File: src/rtl/mult_share_sched.sv
// mult_share_sched: round-robin scheduler time-sharing one external
// combinational signed multiplier among NUM_REQ valid/ready requesters.
// Two-stage pipeline: OP drives the multiplier operands, RSP captures the
// product into a single-entry, id-tagged output register.
module mult_share_sched #(
  parameter int NUM_REQ    = 4,
  parameter int BIT_WIDTH  = 6,
  parameter int COEF_WIDTH = 8,
  parameter int OUT_WIDTH  = BIT_WIDTH + COEF_WIDTH,
  parameter int ID_WIDTH   = $clog2(NUM_REQ)
) (
  input  logic                           clk,
  input  logic                           rst,
  input  logic [NUM_REQ-1:0]             req_valid,
  output logic [NUM_REQ-1:0]             req_ready,
  input  logic [NUM_REQ*BIT_WIDTH-1:0]   req_a,
  input  logic [NUM_REQ*COEF_WIDTH-1:0]  req_b,
  output logic [BIT_WIDTH-1:0]           mul_a,
  output logic [COEF_WIDTH-1:0]          mul_b,
  input  logic [OUT_WIDTH-1:0]           mul_p,
  output logic                           rsp_valid,
  input  logic                           rsp_ready,
  output logic [OUT_WIDTH-1:0]           rsp_data,
  output logic [ID_WIDTH-1:0]            rsp_id,
  output logic                           busy
);

  // OP stage
  logic                  op_vld_q, op_vld_d;
  logic [BIT_WIDTH-1:0]  op_a_q,   op_a_d;
  logic [COEF_WIDTH-1:0] op_b_q,   op_b_d;
  logic [ID_WIDTH-1:0]   op_id_q,  op_id_d;

  // RSP stage
  logic                  rsp_valid_q, rsp_valid_d;
  logic [OUT_WIDTH-1:0]  rsp_data_q,  rsp_data_d;
  logic [ID_WIDTH-1:0]   rsp_id_q,    rsp_id_d;

  // Round-robin pointer: index where the next search starts
  logic [ID_WIDTH-1:0]   ptr_q, ptr_d;

  logic                  rsp_adv;
  logic                  op_free;
  logic                  grant_found;
  logic [ID_WIDTH-1:0]   grant_idx;
  logic [ID_WIDTH-1:0]   cand;
  logic                  accept;

  // Pipeline advance conditions
  always_comb begin
    rsp_adv = op_vld_q & (~rsp_valid_q | rsp_ready);
    op_free = ~op_vld_q | rsp_adv;
  end

  // Rotating priority search from ptr; NUM_REQ is a power of two so the
  // ID_WIDTH-bit sum wraps modulo NUM_REQ on its own
  always_comb begin
    grant_found = 1'b0;
    grant_idx   = '0;
    cand        = '0;
    for (int unsigned i = 0; i < NUM_REQ; i++) begin
      cand = ptr_q + ID_WIDTH'(i);
      if (!grant_found && req_valid[cand]) begin
        grant_found = 1'b1;
        grant_idx   = cand;
      end
    end
  end

  // Single grant, gated by OP availability
  always_comb begin
    req_ready = '0;
    if (grant_found) begin
      req_ready[grant_idx] = op_free;
    end
    accept = grant_found & op_free;
  end

  // Next-state for OP stage and pointer; operands hold while idle
  always_comb begin
    op_vld_d = op_vld_q;
    op_a_d   = op_a_q;
    op_b_d   = op_b_q;
    op_id_d  = op_id_q;
    ptr_d    = ptr_q;
    if (rsp_adv) begin
      op_vld_d = 1'b0;
    end
    if (accept) begin
      op_vld_d = 1'b1;
      op_a_d   = req_a[int'(grant_idx)*BIT_WIDTH +: BIT_WIDTH];
      op_b_d   = req_b[int'(grant_idx)*COEF_WIDTH +: COEF_WIDTH];
      op_id_d  = grant_idx;
      ptr_d    = grant_idx + ID_WIDTH'(1);
    end
  end

  // Next-state for RSP stage; product captured unmodified
  always_comb begin
    rsp_valid_d = rsp_valid_q;
    rsp_data_d  = rsp_data_q;
    rsp_id_d    = rsp_id_q;
    if (rsp_adv) begin
      rsp_valid_d = 1'b1;
      rsp_data_d  = mul_p;
      rsp_id_d    = op_id_q;
    end else if (rsp_valid_q && rsp_ready) begin
      rsp_valid_d = 1'b0;
    end
  end

  // State registers with asynchronous clear
  always_ff @(posedge clk or posedge rst) begin
    if (rst) begin
      op_vld_q    <= 1'b0;
      op_a_q      <= '0;
      op_b_q      <= '0;
      op_id_q     <= '0;
      rsp_valid_q <= 1'b0;
      rsp_data_q  <= '0;
      rsp_id_q    <= '0;
      ptr_q       <= '0;
    end else begin
      op_vld_q    <= op_vld_d;
      op_a_q      <= op_a_d;
      op_b_q      <= op_b_d;
      op_id_q     <= op_id_d;
      rsp_valid_q <= rsp_valid_d;
      rsp_data_q  <= rsp_data_d;
      rsp_id_q    <= rsp_id_d;
      ptr_q       <= ptr_d;
    end
  end

  // Output drive
  always_comb begin
    mul_a     = op_a_q;
    mul_b     = op_b_q;
    rsp_valid = rsp_valid_q;
    rsp_data  = rsp_data_q;
    rsp_id    = rsp_id_q;
    busy      = op_vld_q | rsp_valid_q;
  end

endmodule

File: config.mk
export PLATFORM = sky130hd
export DESIGN_NAME = mult_share_sched
export DESIGN_NICKNAME = d
export VERILOG_FILES = /design/src/rtl/mult_share_sched.sv
export SDC_FILE = /design/constraint.sdc
export NUM_CORES = 1
export LEC_CHECK = 0
export ABC_AREA = 0
export BUFFER_PORTS_ARGS = -buffer_cell sky130_fd_sc_hd__clkbuf_2
export CAP_MARGIN = 20
export CORE_MARGIN = 3
export CORE_UTILIZATION = 44
export DETAILED_ROUTE_END_ITERATION = 10
export GPL_ROUTABILITY_DRIVEN = 0
export PLACE_DENSITY = 0.8
export SKIP_LAST_GASP = 1
export SYNTH_ARGS = -nofsm -noshare
export SYNTH_HDL_FRONTEND = slang
export SYNTH_SLANG_ARGS = --single-unit
File: constraint.sdc
create_clock -name clk -period 2.15 [get_ports clk]
set_clock_uncertainty 0.05 [all_clocks]
set_input_delay 0 -clock clk [delete_from_list [all_inputs] [get_ports clk]]
set_output_delay 0 -clock clk [all_outputs]
set_load 0.02 [all_outputs]
==> metrics.md <==
| Metric | Value |
|---|---|
| Slew margin rel. | `0.522` |
| Crit path required time | `2.10 ns` |
| DPL Wire Length | `4090 um` |
| Detail Route Antenna Nets | `0` |
| Clock sink count | `36` |
| First-pass GRT wire length | `8750 um` |
| Drt drc | `0` |
| Max rail drop VDD | `slightly above 0.0005 V` |
| Flip-flop and latch count after synthesis | `36` |
| Most common cell after layout, fill and taps aside | `clkbuf_2` |
| Antenna cells | `0` |
| Pin count of the biggest net entering global routing | `25` |
| Vias | `around 1900` |
| Synthesized area | `between 1500 and 2000 um2` |
| Top_reg_cell synth | `dfrtp_1` |
| Placed cells | `roughly 330` |
| Unrepaired setup endpoints after global routing | `no` |
| I/O Pins | `113` |
| Final-report setup violation count | `0` |
| P&R area growth vs syn | `46.0%` |
| Final hold vios | `0` |
| Avg Inst Size Synth | `around 11 um2` |
| Hold_sp | `req_a[7]` |
| WL final | `5520 um` |
| H-tree depth | `2` |
| Total Nets Final | `approximately 390` |
| Die Y | `73.0 um` |
| YS warnings | `0` |
| Cts repair resizes | `0` |
| Number of I/O port buffers | `around 110` |
| Total CTS buffers | `5` |
| Layout cell share with drive strength beyond 1 | `0.518` |
| Placed cell area | `2580 um2` |
| Placement Setup Slack | `~0.26 ns` |
| FFs w/ async S/R, synth | `1.00` |
| CTS tree | `yes` |
| Final period util | `0.890` |
| Die Footprint | `5330 um2` |
| Reg2reg start | `ptr_q[1]$_DFFE_PP0P_` |
| Number of flops mapped to enable cells by yosys | `0` |
| Post-Layout Cell Count | `around 360` |
| Setup TNS | `0 ns` |
| Total Routing Usage GR | `0.209` |
| Routed WL per cell | `~15 um` |
| 1st-pass router iterations | `4` |
| Worst-case reg-to-reg path depth | `6` |
| Most frequent cells in the layout | `clkbuf_2 (112), dfrtp_1 (36), dlygate4sd3_1 (23)` |
| Clk slew on worst S/H paths | `around 0.06 ns` |
| Unique masters post-synth | `35` |
| Clock Tree Buf Depth | `2` |
| PwrDens | `roughly 860 nW/um2` |
| Slew @ Worst Pin | `~0.7 ns` |
| Rows | `23` |
| Crit Reg-Reg Endpoint | `mul_b[3]$_DFFE_PP0P_` |
| CP Max Fanout | `10` |
| Worst Hold Class | `input pin to flip-flop` |
| Initial Util | `0.473` |
| Antenna violations before repair | `0` |
| Worst hold endpoint | `mul_a[1]$_DFFE_PP0P_` |
| Clock root buffer | `clkbuf_8` |
| Hold Path Depth | `3` |
| DIE WIDTH | `~73 um` |
| Final setup margin | `about 0.24 ns` |
| Grt total ovfl | `0` |
| Vias in the first global route | `roughly 1900` |
| DRT iter0 DRCs | `48` |
| Sequential area share after synthesis | `0.456` |
| Syn nets | `250` |
| Design area | `2890 um2` |
| CP Class | `flip-flop to output pin` |
| Insertion delay to the later sink of the worst-skew pair | `0.28 ns` |
| Status | `finished, final reports clean` |
| Max-slew violation count | `0` |
| Post-synthesis instance total | `173` |
| CP Capture Type | `output pin` |
| Core area | `about 4200 um2` |
| Lkg Pwr | `between 1 and 1.5 nW` |
| Startpoint Class | `flip-flop` |
| Crit path DAT | `about 1.9 ns` |
| Final Critical Period | `roughly 1.9 ns` |
| Via density | `just over 5` |
| Fmax | `522 MHz` |
| Max Cap Viol | `0` |
| R2R setup slack | `around 0.24 ns` |
-- worst max path at each step --
stage / startpoint / to / slack, ns / depth (start not counted)
after floorplan: ptr_q[1]$_DFFE_PP0P_ / mul_b[2]$_DFFE_PP0P_ / 0.43 / 6
after global placement: ptr_q[1]$_DFFE_PP0P_ / mul_a[5]$_DFFE_PP0P_ / 0.35 / 6
after detailed placement: ptr_q[1]$_DFFE_PP0P_ / mul_b[2]$_DFFE_PP0P_ / 0.26 / 6
after CTS: ptr_q[1]$_DFFE_PP0P_ / req_ready[0] / 0.24 / 6
after global routing: ptr_q[1]$_DFFE_PP0P_ / mul_b[3]$_DFFE_PP0P_ / 0.11 / 6
final: ptr_q[1]$_DFFE_PP0P_ / req_ready[0] / 0.24 / 6
-- cell type report --
type / instances / area, um2
clock buffer: 6 / 72.6
clock inverter: 1 / 5.00
fill: 338 / 1290
timing repair buffer: 142 / 856
sequential: 36 / 901
inverter: 4 / 15.0
multi-input combinational: 122 / 973
tap: 50 / 62.6
-- repair_timing --
action / 4_1_cts / 5_1_grt
endpoints found under the setup margin: 0 / 0
setup buffers: 0 / 0
endpoints found under the hold margin: 31 / 0
hold buffers: 23 / 0
-- cell families (layout without fill, tap and decap cells) --
kind of cell           Yosys count  in the layout  share of synthesized area
multiplexers                    29             29                      0.156
XOR/XNOR                         1              1                    0.00443
AO/OA/AOI/OAI                   41             41                      0.195
buffers and inverters           15            153                     0.0513
flip-flops                      36             36                      0.456
AND/OR/NAND/NOR                 51             51                      0.137
-- power breakdown --
part | total, W | internal [W] | switching [W]
Clock | 0.000447 | 0.000220 | 0.000227
Sequential | 0.000944 | 0.000841 | 0.000104
Combinational | 0.00109 | 0.000462 | 0.000626
Total | 0.00248 | 0.00152 | 0.000956
-- through the flow --
stage,util,total power [W],hold WS [ns]
floorplan,-,0.00169,0.0688
global placement,0.618,0.00199,0.00861
detailed placement,0.618,0.00202,0.00946
CTS,0.691,0.00250,0.000799
global route,0.691,0.00262,0.0190
finish,0.691,0.00248,0.00281
-- synth_stat cells, types with 4 or more instances --
cell      count  area share
mux2i_1      14       0.071
mux2_2       15       0.085
a211oi_1      4       0.015
buf_6         4       0.023
a221oi_1     12       0.053
nor2_1       17       0.032
clkbuf_1      4      0.0076
dfrtp_1      36        0.46
nand2_1       6       0.011
and2_1       14       0.044
inv_1         4      0.0076
a211oi_2     10       0.063
o21ai_0       4       0.010
-- critical path, stage by stage (launching register included) --
cell and delay (ns):
dfrtp_1 0.47, mux2_2 0.38, nand2_2 0.10, nand3_2 0.09, buf_4 0.20, and3_1 0.20, clkbuf_2 0.15
-- routing by layer --
layer  track usage  routed length, um
met1         0.255               2140
met2         0.369               2970
met3        0.0413                290
met4        0.0635                114
met5             0                  0
-- state kept, by name, indices dropped and copies added (netlist names) --
signal,flops
mul_a,6
mul_b,8
op_id_q,2
op_vld_q,1
ptr_q,2
rsp_data,14
rsp_id,2
rsp_valid,1
No activity file was read; power rests on OpenSTA's default activity.
